$ cat src/rtl/f5_sweep_ctrl.sv
// Sweep sequencer for two f5 (s = ~a & b) implementations: drives every minterm,
// captures both outputs into truth tables and flags disagreement or golden mismatch.
module f5_sweep_ctrl #(
  parameter int                    N_IN       = 2,
  parameter int                    SETTLE_CYC = 1,
  parameter logic [2**N_IN-1:0]    EXPECTED   = 4'b0010
) (
  input  logic                 clk,
  input  logic                 reset,
  input  logic                 start,
  input  logic                 abort,
  output logic [N_IN-1:0]      vec,
  input  logic                 s_a,
  input  logic                 s_b,
  output logic                 busy,
  output logic                 done,
  output logic [2**N_IN-1:0]   table_a,
  output logic [2**N_IN-1:0]   table_b,
  output logic [N_IN:0]        err_count,
  output logic                 mismatch,
  output logic                 exp_err
);

  localparam int CW      = (SETTLE_CYC > 0) ? $clog2(SETTLE_CYC + 1) : 1;
  localparam int SC_LOAD = (SETTLE_CYC > 0) ? SETTLE_CYC - 1 : 0;

  typedef enum logic [2:0] {IDLE, DRIVE, SETTLE, SAMPLE, DONE} state_t;

  state_t          state, state_nxt;
  logic [CW-1:0]   settle_cnt;
  logic            flags_vld;
  logic            last_vec;

  assign last_vec = (vec == N_IN'(2**N_IN - 1));

  always_ff @(posedge clk) begin
    if (reset) state <= IDLE;
    else       state <= state_nxt;
  end

  // Abort wins over every in-sweep transition, including the final SAMPLE.
  always_comb begin
    state_nxt = state;
    unique case (state)
      IDLE:    if (start) state_nxt = DRIVE;
      DRIVE:   state_nxt = abort ? IDLE : ((SETTLE_CYC == 0) ? SAMPLE : SETTLE);
      SETTLE:  if (abort) state_nxt = IDLE;
               else if (settle_cnt == '0) state_nxt = SAMPLE;
      SAMPLE:  state_nxt = abort ? IDLE : (last_vec ? DONE : DRIVE);
      DONE:    state_nxt = IDLE;
      default: state_nxt = IDLE;
    endcase
  end

  always_ff @(posedge clk) begin
    if (reset) begin
      vec        <= '0;
      table_a    <= '0;
      table_b    <= '0;
      err_count  <= '0;
      flags_vld  <= 1'b0;
      settle_cnt <= '0;
    end else begin
      unique case (state)
        IDLE: if (start) begin
          vec       <= '0;
          table_a   <= '0;
          table_b   <= '0;
          err_count <= '0;
          flags_vld <= 1'b0;
        end
        DRIVE:  settle_cnt <= CW'(SC_LOAD);
        SETTLE: settle_cnt <= settle_cnt - CW'(1);
        SAMPLE: if (!abort) begin
          table_a[vec] <= s_a;
          table_b[vec] <= s_b;
          if (s_a != s_b) err_count <= err_count + (N_IN+1)'(1);
          if (last_vec) flags_vld <= 1'b1;
          else          vec       <= vec + N_IN'(1);
        end
        DONE:    vec <= '0;
        default: ;
      endcase
      if (abort && busy) vec <= '0;
    end
  end

  // Flags are qualified so they read 0 during a sweep and after an abort.
  always_comb begin
    busy     = (state == DRIVE) || (state == SETTLE) || (state == SAMPLE);
    done     = (state == DONE);
    mismatch = flags_vld && (table_a != table_b);
    exp_err  = flags_vld && (table_a != EXPECTED);
  end

endmodule

$ cat config.mk
export PLATFORM = sky130hd
export DESIGN_NAME = f5_sweep_ctrl
export DESIGN_NICKNAME = d
export VERILOG_FILES = /design/src/rtl/f5_sweep_ctrl.sv
export SDC_FILE = /design/constraint.sdc
export NUM_CORES = 1
export LEC_CHECK = 0
export CAP_MARGIN = 0
export CORE_UTILIZATION = 48
export DETAILED_ROUTE_END_ITERATION = 8
export PLACE_DENSITY_LB_ADDON = 0.15
export SYNTH_ARGS = -nofsm -noshare
export SYNTH_HDL_FRONTEND = slang
export SYNTH_SLANG_ARGS = --single-unit
$ cat constraint.sdc
create_clock -name clk -period 1.55 [get_ports clk]
set_input_delay 0.2325 -clock clk [delete_from_list [all_inputs] [get_ports clk]]
set_output_delay 0.2325 -clock clk [all_outputs]
set_load 0.005 [all_outputs]
==> flow_summary.ini, run 1 <==
[cts]
numCtsBuffers = 3
clock_sinks = 18
clk_pin_slew_ps = 110
clk_path_buf_depth = 2
clock-root-buffer = clkbuf_4
tritoncts = done
htreeDepth = 1
clkLatencyLatePin_ps = 290

[setup_path]
r2r_start = state[0]$_SDFFE_PP0P_
reg2regPathDepth = 6
critPathCapture = flags_vld$_SDFFE_PP0P_
startpoint = state[0]$_SDFFE_PP0P_
r2r_end = flags_vld$_SDFFE_PP0P_
cp-end-kind = flip-flop
path_cells = buf_6, or4b_4, nand2_8, buf_4, a21oi_1, nor3_1
path_class = flip-flop to flip-flop
slowest_stage = or4b_4
cp_slowest_stage_delay_ps = 580
cp_data_arrival_time_ps = 1860
cp.buffers_inverters = 2
setup.worst_path.start_class = flip-flop
cp_num_cells = 6
crit_required_ps = 1770
crit_family = simple AND/OR/NAND/NOR gates
critPathMaxFanout = 6
r2r_slack_ps = -90

[synth]
yosysSeqAreaShare = 0.3765
netlist_instances = 100
synth_top_area_frac = 0.3765
synth_area_leaders = dfxtp_1, a32o_1, ha_1, xor2_1, a21oi_1
synth_area_sq_um = 957.2
ys_types = 36
yosysWarnings = 0
synth_area_leader_cell = dfxtp_1
synth_nets = 111
synth.avg_cell_area_sq_um = 9.572
ys_ff_latch = 18

[global_route]
grt_max_degree = 11
grt.total_usage = 0.2576
grt_pass1_vias = 866
grt_overflow = 0
grt_pass1_wl_microns = 3898
antenna_found_initial = 0

[die]
die_area_sq_um = 2177
core_sq_um = 1802
num_io_pins = 23
floorplan.initialDensity = 0.5313
row_count = 15
die_y_microns = 46.66
dieWidth_microns = 46.66

[placement]
gp_congestion = 0.7797
port_buffers = 22
dp_hpwl_microns = 1636
dp_slack_ps = -215.9

[sta]
worstMarginPinSlew_ps = 362.5
setup_violations = 11
fin_crit_ps = 1643
setup_ws_ps = -92.80
finalHoldViolCount = 0
finalClockSkew_ps = 1.530
maxSlewHeadroom = 0.7577
fin_crit_sh = 1.060
slew_violations = 0
rsz0062_at_grt = yes
timing.fmax_mhz = 608.7

[power]
pwr-share-seq = 0.514
ir_worst_vdd_uv = 509.2
power.density_nw_per_um2 = 638.8
power.total_w = 0.0009135
leakagePower_nw = 0.5922
clkPwrFrac = 0.326
power_switching_w = 0.0002295
p_int_w = 0.0006840
switching_share = 0.2513
comb_power_share = 0.160

[final_layout]
n_fill_cell = 126
n_antenna_cell = 0
syn_to_final_growth_pct = 49.41
drive_above_1_share = 0.3525
layout.nets = 151
ff_latch_area_sq_um = 381.6
multi_input_area_sq_um = 596.8

[detailed_routing]
viasPerCell = 5.707
wl_per_cell_microns = 15.60
antenna_left = 0
firstDrtPassIters = 5
finalWirelength_microns = 2559
drc = 0
num_vias = 936
dr.first_iter.drc_count = 22

[flow_run]
drv_cap = 0

[status]
violations = setup timing
status = finished, violations left

[min_path]
worstHoldPathType = flip-flop to flip-flop
-- cell families after synthesis --
kind of cell	after synthesis	synth area share
xor+xnor	7	0.06405
simple gates	32	0.2052
flops	18	0.3765
fa+ha+maj	5	0.06536
mux	1	0.01046
buf+inv	11	0.05881
compound gates	26	0.2196
-- power by group through the flow --
stage | Sequential (W) | Clock (W) | Combinational, W
floorplan | 0.000482 | 0 | 0.0000634
global placement | 0.000485 | 0 | 0.000101
detailed placement | 0.000485 | 0 | 0.000102
CTS | 0.000469 | 0.000304 | 0.000116
global route | 0.000471 | 0.000323 | 0.000157
finish | 0.000470 | 0.000298 | 0.000146
-- Yosys cell counts, drive strengths merged --
cell and count:
dfxtp 18, a32o 9, nor2 7, a21oi 6, buf 6, ha 5, nand2 5, xor2 5
inv 4, and2 3, nand3 3, o21ai 3, or2b 3, a221oi 2, nor4 2, o21a 2
o41a 2, xnor2 2, a2111oi 1, a21o 1, clkbuf 1, mux2i 1, nand2b 1, nand3b 1
nand4 1, nand4b 1, nand4bb 1, nor3 1, or2 1, or4 1, or4b 1
-- through the flow --
step                      instance area, sq um  std cells  utilization  setup TNS (ps)  hold WS [ps]
after global placement                    1272        154       0.7063           -1872         481.3
final                                     1430        164       0.7938          -425.2         485.8
after floorplan                          957.2        100            -               0         309.3
after detailed placement                  1272        154       0.7063           -2476         492.7
after CTS                                 1360        161       0.7549          -54.30         481.6
after global routing                      1430        164       0.7938          -733.9         507.3
-- worst min-delay path by stage --
| stage | to | slack (ps) | cells after the start | startpoint |
|---|---|---|---|---|
| 2_1_floorplan | state[1]$_SDFFE_PP0P_ | 310 | 1 | abort |
| 3_3_place_gp | err_count[1]$_SDFFE_PP0P_ | 480 | 1 | err_count[1]$_SDFFE_PP0P_ |
| 3_5_place_dp | err_count[1]$_SDFFE_PP0P_ | 490 | 1 | err_count[1]$_SDFFE_PP0P_ |
| 4_1_cts | state[1]$_SDFFE_PP0P_ | 480 | 1 | state[2]$_SDFFE_PP0P_ |
| 5_1_grt | state[1]$_SDFFE_PP0P_ | 510 | 1 | state[2]$_SDFFE_PP0P_ |
| 6_report | state[1]$_SDFFE_PP0P_ | 490 | 1 | state[2]$_SDFFE_PP0P_ |
-- layout by cell type, fill, tap and decap left out, types with 3 or more instances in the layout --
cell             instances
a21oi_2                  3
a32o_1                   8
and2_1                   3
buf_4                   18
clkbuf_4                 3
clkdlybuf4s50_1         18
dfxtp_1                  7
dfxtp_2                  8
dfxtp_4                  3
ha_1                     5
inv_1                    4
nand2_1                  4
nand3_1                  3
nor2_1                   4
o21ai_0                  3
or2b_1                   3
xor2_1                   5
-- layout make-up --
cell class / count / share of cell area
Clock buffer: 4 / 0.02537
Tap cell: 25 / 0.02187
Inverter: 4 / 0.01050
Timing Repair Buffer: 42 / 0.2581
Sequential cell: 18 / 0.2668
Multi-Input combinational cell: 71 / 0.4173
-- state kept, by name, summed over array words and instances (netlist names) --
register / cells
table_b: 4
flags_vld: 1
table_a: 4
vec: 2
settle_cnt: 1
state: 3
err_count: 3
-- what timing repair did --
action	in CTS	in global routing
pin swaps	2	3
setup buffers	3	3
endpoints found under the setup margin	4	16
hold buffers	0	0
gates resized for setup	22	17
-- per-layer routing --
| metal | track usage | share of wire | up-vias |
|---|---|---|---|
| li1 | - | - | 450 |
| met1 | 0.3159 | 0.41 | 439 |
| met2 | 0.4389 | 0.51 | 39 |
| met3 | 0.06275 | 0.059 | 8 |
| met4 | 0.08000 | 0.022 | 0 |
| met5 | 0 | 0 | - |
(Power assumes the default switching activity.)
==> inputs of run 2 (changes only) <==
CAP_MARGIN = 20   (was 0)
CORE_UTILIZATION = 35   (was 48)
CTS_BUF_LIST = sky130_fd_sc_hd__clkbuf_16   (was not set)
==> run 2 against run 1 <==
Effect of this change: critical endpoint is now table_a[2]; clock-buffer cell count decreased by 1; first-iteration DRC count decreased by 86%; power increased by 21%; final cell count increased by 2.4%; flip-flop and latch count unchanged; hold slack got worse by 34 ps; the flow now finishes without violations; fmax increased by 9.8%; clock skew about the same.
==> flow_summary.ini, run 2 (synthesis results as in run 1) <==
[status]
status = complete, no violations

[final_layout]
n_fill_cell = 248
n_antenna_cell = 0
layout.nets = 150
layout_common_cells = buf_4, clkdlybuf4s50_1, dfxtp_1
syn_to_final_growth_pct = 48.24
drive_above_1_share = 0.2609
final_common_cell = buf_4
final_core_util = 0.5625
top_regs = table_a: 4 flops, table_b: 4 flops

[min_path]
hold_depth = 4
hp-start = start
worstHoldPathType = input port to flip-flop
whs_endpoint = vec[0]$_SDFFE_PP0P_

[sta]
timing.fmax_mhz = 668.6
setup_ws_ps = 54.29
setup_violations = 0
fin_crit_ps = 1496
rsz0062_at_grt = no
worstMarginPinSlew_ps = 305.6
finalHoldViolCount = 0
finalClockSkew_ps = 1.175
fin_crit_sh = 0.9650
slew_violations = 0
maxSlewHeadroom = 0.7910
tns_ps = 0

[setup_path]
reg2regPathDepth = 4
r2r_slack_ps = 110
setup.worst_path.start_class = flip-flop
path_class = flip-flop to output port
cp-end-kind = output port
cp_data_arrival_time_ps = 1260
critPathMaxFanout = 3
r2r_end = table_a[2]$_SDFFE_PP0P_
r2r_start = state[0]$_SDFFE_PP0P_
crit_required_ps = 1320

[cts]
numCtsBuffers = 3
htreeDepth = 1
clk_path_buf_depth = 2
clock-root-buffer = clkbuf_16
clk_pin_slew_ps = 50
tritoncts = done
hold_buffers = 0
clock_sinks = 18
clkLatencyLatePin_ps = 250

[detailed_routing]
firstDrtPassIters = 4
viasPerCell = 5.268
drc = 0
wl_per_cell_microns = 13.67
num_vias = 885
antenna_left = 0
dr.first_iter.drc_count = 3
finalWirelength_microns = 2296

[global_route]
grt_pass1_vias = 858
grt.total_usage = 0.1939
grt_overflow = 0
grt_pass1_wl_microns = 4008
grt_max_degree = 11
antenna_found_initial = 0

[placement]
dp_hpwl_microns = 1716
dp_slack_ps = -226.5
port_buffers = 22
gp_congestion = 0.7231

[die]
dieWidth_microns = 54.30
die_area_sq_um = 2948
core_sq_um = 2522
row_count = 18
floorplan.initialDensity = 0.3795
die_y_microns = 54.30
num_io_pins = 23

[power]
power_switching_w = 0.0002369
power.total_w = 0.001108
comb_power_share = 0.104
ir_worst_vdd_uv = 697.6
leakagePower_nw = 0.5976
pwr-share-seq = 0.428
p_int_w = 0.0008711
switching_share = 0.2138
power.density_nw_per_um2 = 780.9
clkPwrFrac = 0.468

[flow_run]
drv_cap = 0
run 2: changes by cell type in the layout (fill, tap and decap cells not counted), moves of 2 or more:
cell	delta
a21oi_2	-2
clkbuf_4	-3
buf_6	-2
dfxtp_1	+6
a21oi_1	+4
dfxtp_2	-5
a21oi_4	-2
clkbuf_16	+3
run 2: how the worst max path moves through the flow:
stage                            start                      end  depth (start not counted)
3_5_place_dp                     start  table_a[3]$_SDFFE_PP0P_                          5
5_1_grt        table_b[1]$_SDFFE_PP0P_                 mismatch                          3
4_1_cts        table_b[1]$_SDFFE_PP0P_                 mismatch                          3
6_report       table_a[2]$_SDFFE_PP0P_               table_a[2]                          2
2_1_floorplan    state[1]$_SDFFE_PP0P_  table_a[2]$_SDFFE_PP0P_                          5
3_3_place_gp                     start  table_a[2]$_SDFFE_PP0P_                          5
run 2: power by group through the flow:
stage	sequential [W]	combinational, W	clock (W)
final	0.000474	0.000115	0.000519
after CTS	0.000475	0.000117	0.000528
after floorplan	0.000482	0.0000634	0
after global placement	0.000482	0.000109	0
after detailed placement	0.000483	0.000109	0
after global routing	0.000475	0.000129	0.000543
run 2: repair_timing:
action | CTS | global route
setup buffers | 1 | 0
gates resized for setup | 12 | 7
setup endpoints to repair | 4 | 10
endpoints found under the hold margin | 0 | 0
pin swaps | 1 | 1
run 2: final cells by class:
class	count	area (sq um)	share of cell area
Clock buffer	3	75.07	0.05291
Clock inverter	1	3.754	0.002646
Inverter	4	15.01	0.01058
Multi-Input combinational cell	71	555.5	0.3915
Timing Repair Buffer	41	360.3	0.2540
Sequential cell	18	371.6	0.2619
Tap cell	30	37.54	0.02646
run 2: worst max-delay path: stages, from the launching register on:
cell             delay (ps)
dfxtp_1                 390
buf_4                   140
clkdlybuf4s50_1         490
run 2: metrics by stage:
step / cells / hold slack, ps / instance area (sq um)
floorplan: 100 / 309.3 / 957.2
global placement: 163 / 483.9 / 1309
detailed placement: 163 / 498.0 / 1309
CTS: 168 / 515.1 / 1410
global route: 168 / 493.2 / 1419
finish: 168 / 452.0 / 1419
run 2: layer usage:
| metal | wire, microns | up-vias | global-route usage |
|---|---|---|---|
| li1 | - | 447 | - |
| met1 | 1055 | 414 | 0.2508 |
| met2 | 1125 | 20 | 0.3232 |
| met3 | 99 | 4 | 0.05000 |
| met4 | 14 | 0 | 0.03846 |
| met5 | 0 | - | 0 |
==> inputs of run 3 (changes only) <==
CELL_PAD_IN_SITES_DETAIL_PLACEMENT = 1   (was not set)
CELL_PAD_IN_SITES_GLOBAL_PLACEMENT = 1   (was not set)
==> run 3 against run 2 <==
Effect of this change: die area unchanged; fmax down 1.7%; clock power is 2% lower; sequential power up 0.8%; final cell count is 0.60% higher; combinational power up 12%; largest cell class unchanged; first-iteration DRC count decreased by 33%.
==> flow_summary.ini, run 3 (synthesis results as in run 1) <==
[final_layout]
n_fill_cell = 296
final_common_cell = buf_4
fin_area_sq_um = 1445
layout_common_cells = buf_4, clkdlybuf4s50_1, dfxtp_1
final_core_util = 0.5729
drive_above_1_share = 0.2806
syn_to_final_growth_pct = 50.98
layout.nets = 152
n_antenna_cell = 0
top_regs = table_a: 4 flops, table_b: 4 flops

[setup_path]
setup.worst_path.start_class = flip-flop
crit_required_ps = 1690
cp-end-kind = flip-flop
reg2regPathDepth = 4
cp_data_arrival_time_ps = 1660
critPathMaxFanout = 6
path_class = flip-flop to flip-flop

[detailed_routing]
antenna_left = 0
wl_per_cell_microns = 16.60
drc = 0
firstDrtPassIters = 3
dr.first_iter.drc_count = 2
finalWirelength_microns = 2805
viasPerCell = 5.367
num_vias = 907

[placement]
place_area_sq_um = 1316
port_buffers = 22
dp_slack_ps = -253.4
gp_congestion = 0.6777
dp_hpwl_microns = 1949

[sta]
finalHoldViolCount = 0
timing.fmax_mhz = 657.3
worstMarginPinSlew_ps = 269.4
fin_crit_sh = 0.9815
fin_hold_ws_ps = 470.7
slew_violations = 0
finalClockSkew_ps = 1.330
maxSlewHeadroom = 0.8200
fin_crit_ps = 1521
rsz0062_at_grt = yes
setup_ws_ps = 28.74
setup_violations = 0

[power]
power.density_nw_per_um2 = 773.2
power.total_w = 0.001117
ir_worst_vdd_uv = 445.5
leakagePower_nw = 0.5958

[die]
die_y_microns = 54.30
num_io_pins = 23
dieWidth_microns = 54.30
floorplan.initialDensity = 0.3795
core_sq_um = 2522
row_count = 18
die_area_sq_um = 2948

[cts]
htreeDepth = 1
clkLatencyLatePin_ps = 250
clk_pin_slew_ps = 50
clk_path_buf_depth = 2
numCtsBuffers = 3
clock_sinks = 18
hold_buffers = 0
tritoncts = done
clock-root-buffer = clkbuf_16

[global_route]
global_route.usage.met1 = 0.3019
grt_use_met3 = 0.03333
grt.total_usage = 0.2241
use_met2 = 0.3618
grt_max_degree = 11
grt_overflow = 0
top_usage_layer = met2
grt_pass1_wl_microns = 4560
antenna_found_initial = 0
grt_pass1_vias = 948

[min_path]
worstHoldPathType = input port to flip-flop
hold_depth = 4

[status]
status = complete, no violations

[flow_run]
drv_cap = 0
run 3: worst paths after layout:
path | startpoint | slack [ps] | end
setup / recovery | state[0]$_SDFFE_PP0P_ | 30 | table_a[1]$_SDFFE_PP0P_
hold / removal | start | 470 | vec[0]$_SDFFE_PP0P_
setup reg to reg | state[0]$_SDFFE_PP0P_ | 30 | table_a[1]$_SDFFE_PP0P_
hold reg to reg | table_b[2]$_SDFFE_PP0P_ | 500 | table_b[2]$_SDFFE_PP0P_
run 3: final cells by class:
cell class / instances / area [sq um] / share of cell area
Timing Repair Buffer: 43 / 371.6 / 0.2571
Tap cell: 30 / 37.54 / 0.02597
Sequential cell: 18 / 371.6 / 0.2571
Multi-Input combinational cell: 71 / 574.3 / 0.3974
Clock buffer: 3 / 75.07 / 0.05195
Inverter: 4 / 15.01 / 0.01039
run 3: timing repair:
item                       CTS  global route
resized for setup           13             9
setup endpoints to repair    7            11
buffers inserted             2             0
pin swaps                    2             2
run 3: metal layers:
layer	vias to the layer above	share of wire	routed length, microns
met2	14	0.48	1348
met4	0	0.0082	23
met3	2	0.025	70
met5	-	0	0
li1	445	-	-
met1	446	0.49	1363
run 3: power by group:
group	leakage, nW	total (W)	switching [W]	internal (W)
Sequential	0.148	0.000478	0.0000110	0.000467
Combinational	0.411	0.000129	0.0000610	0.0000682
Clock	0.0370	0.000510	0.000170	0.000340
run 3: worst max-delay path: stages, from the launching register on:
cell and delay, ps:
dfxtp_4 380, or4b_4 580, nand2_4 140, a21oi_1 100
a32o_1 210
run 3: stage by stage:
stage	std cells	TNS, ps
6_report	169	0
3_3_place_gp	164	-2144
5_1_grt	169	-12.44
3_5_place_dp	164	-3203
2_1_floorplan	100	0
4_1_cts	169	-123.3
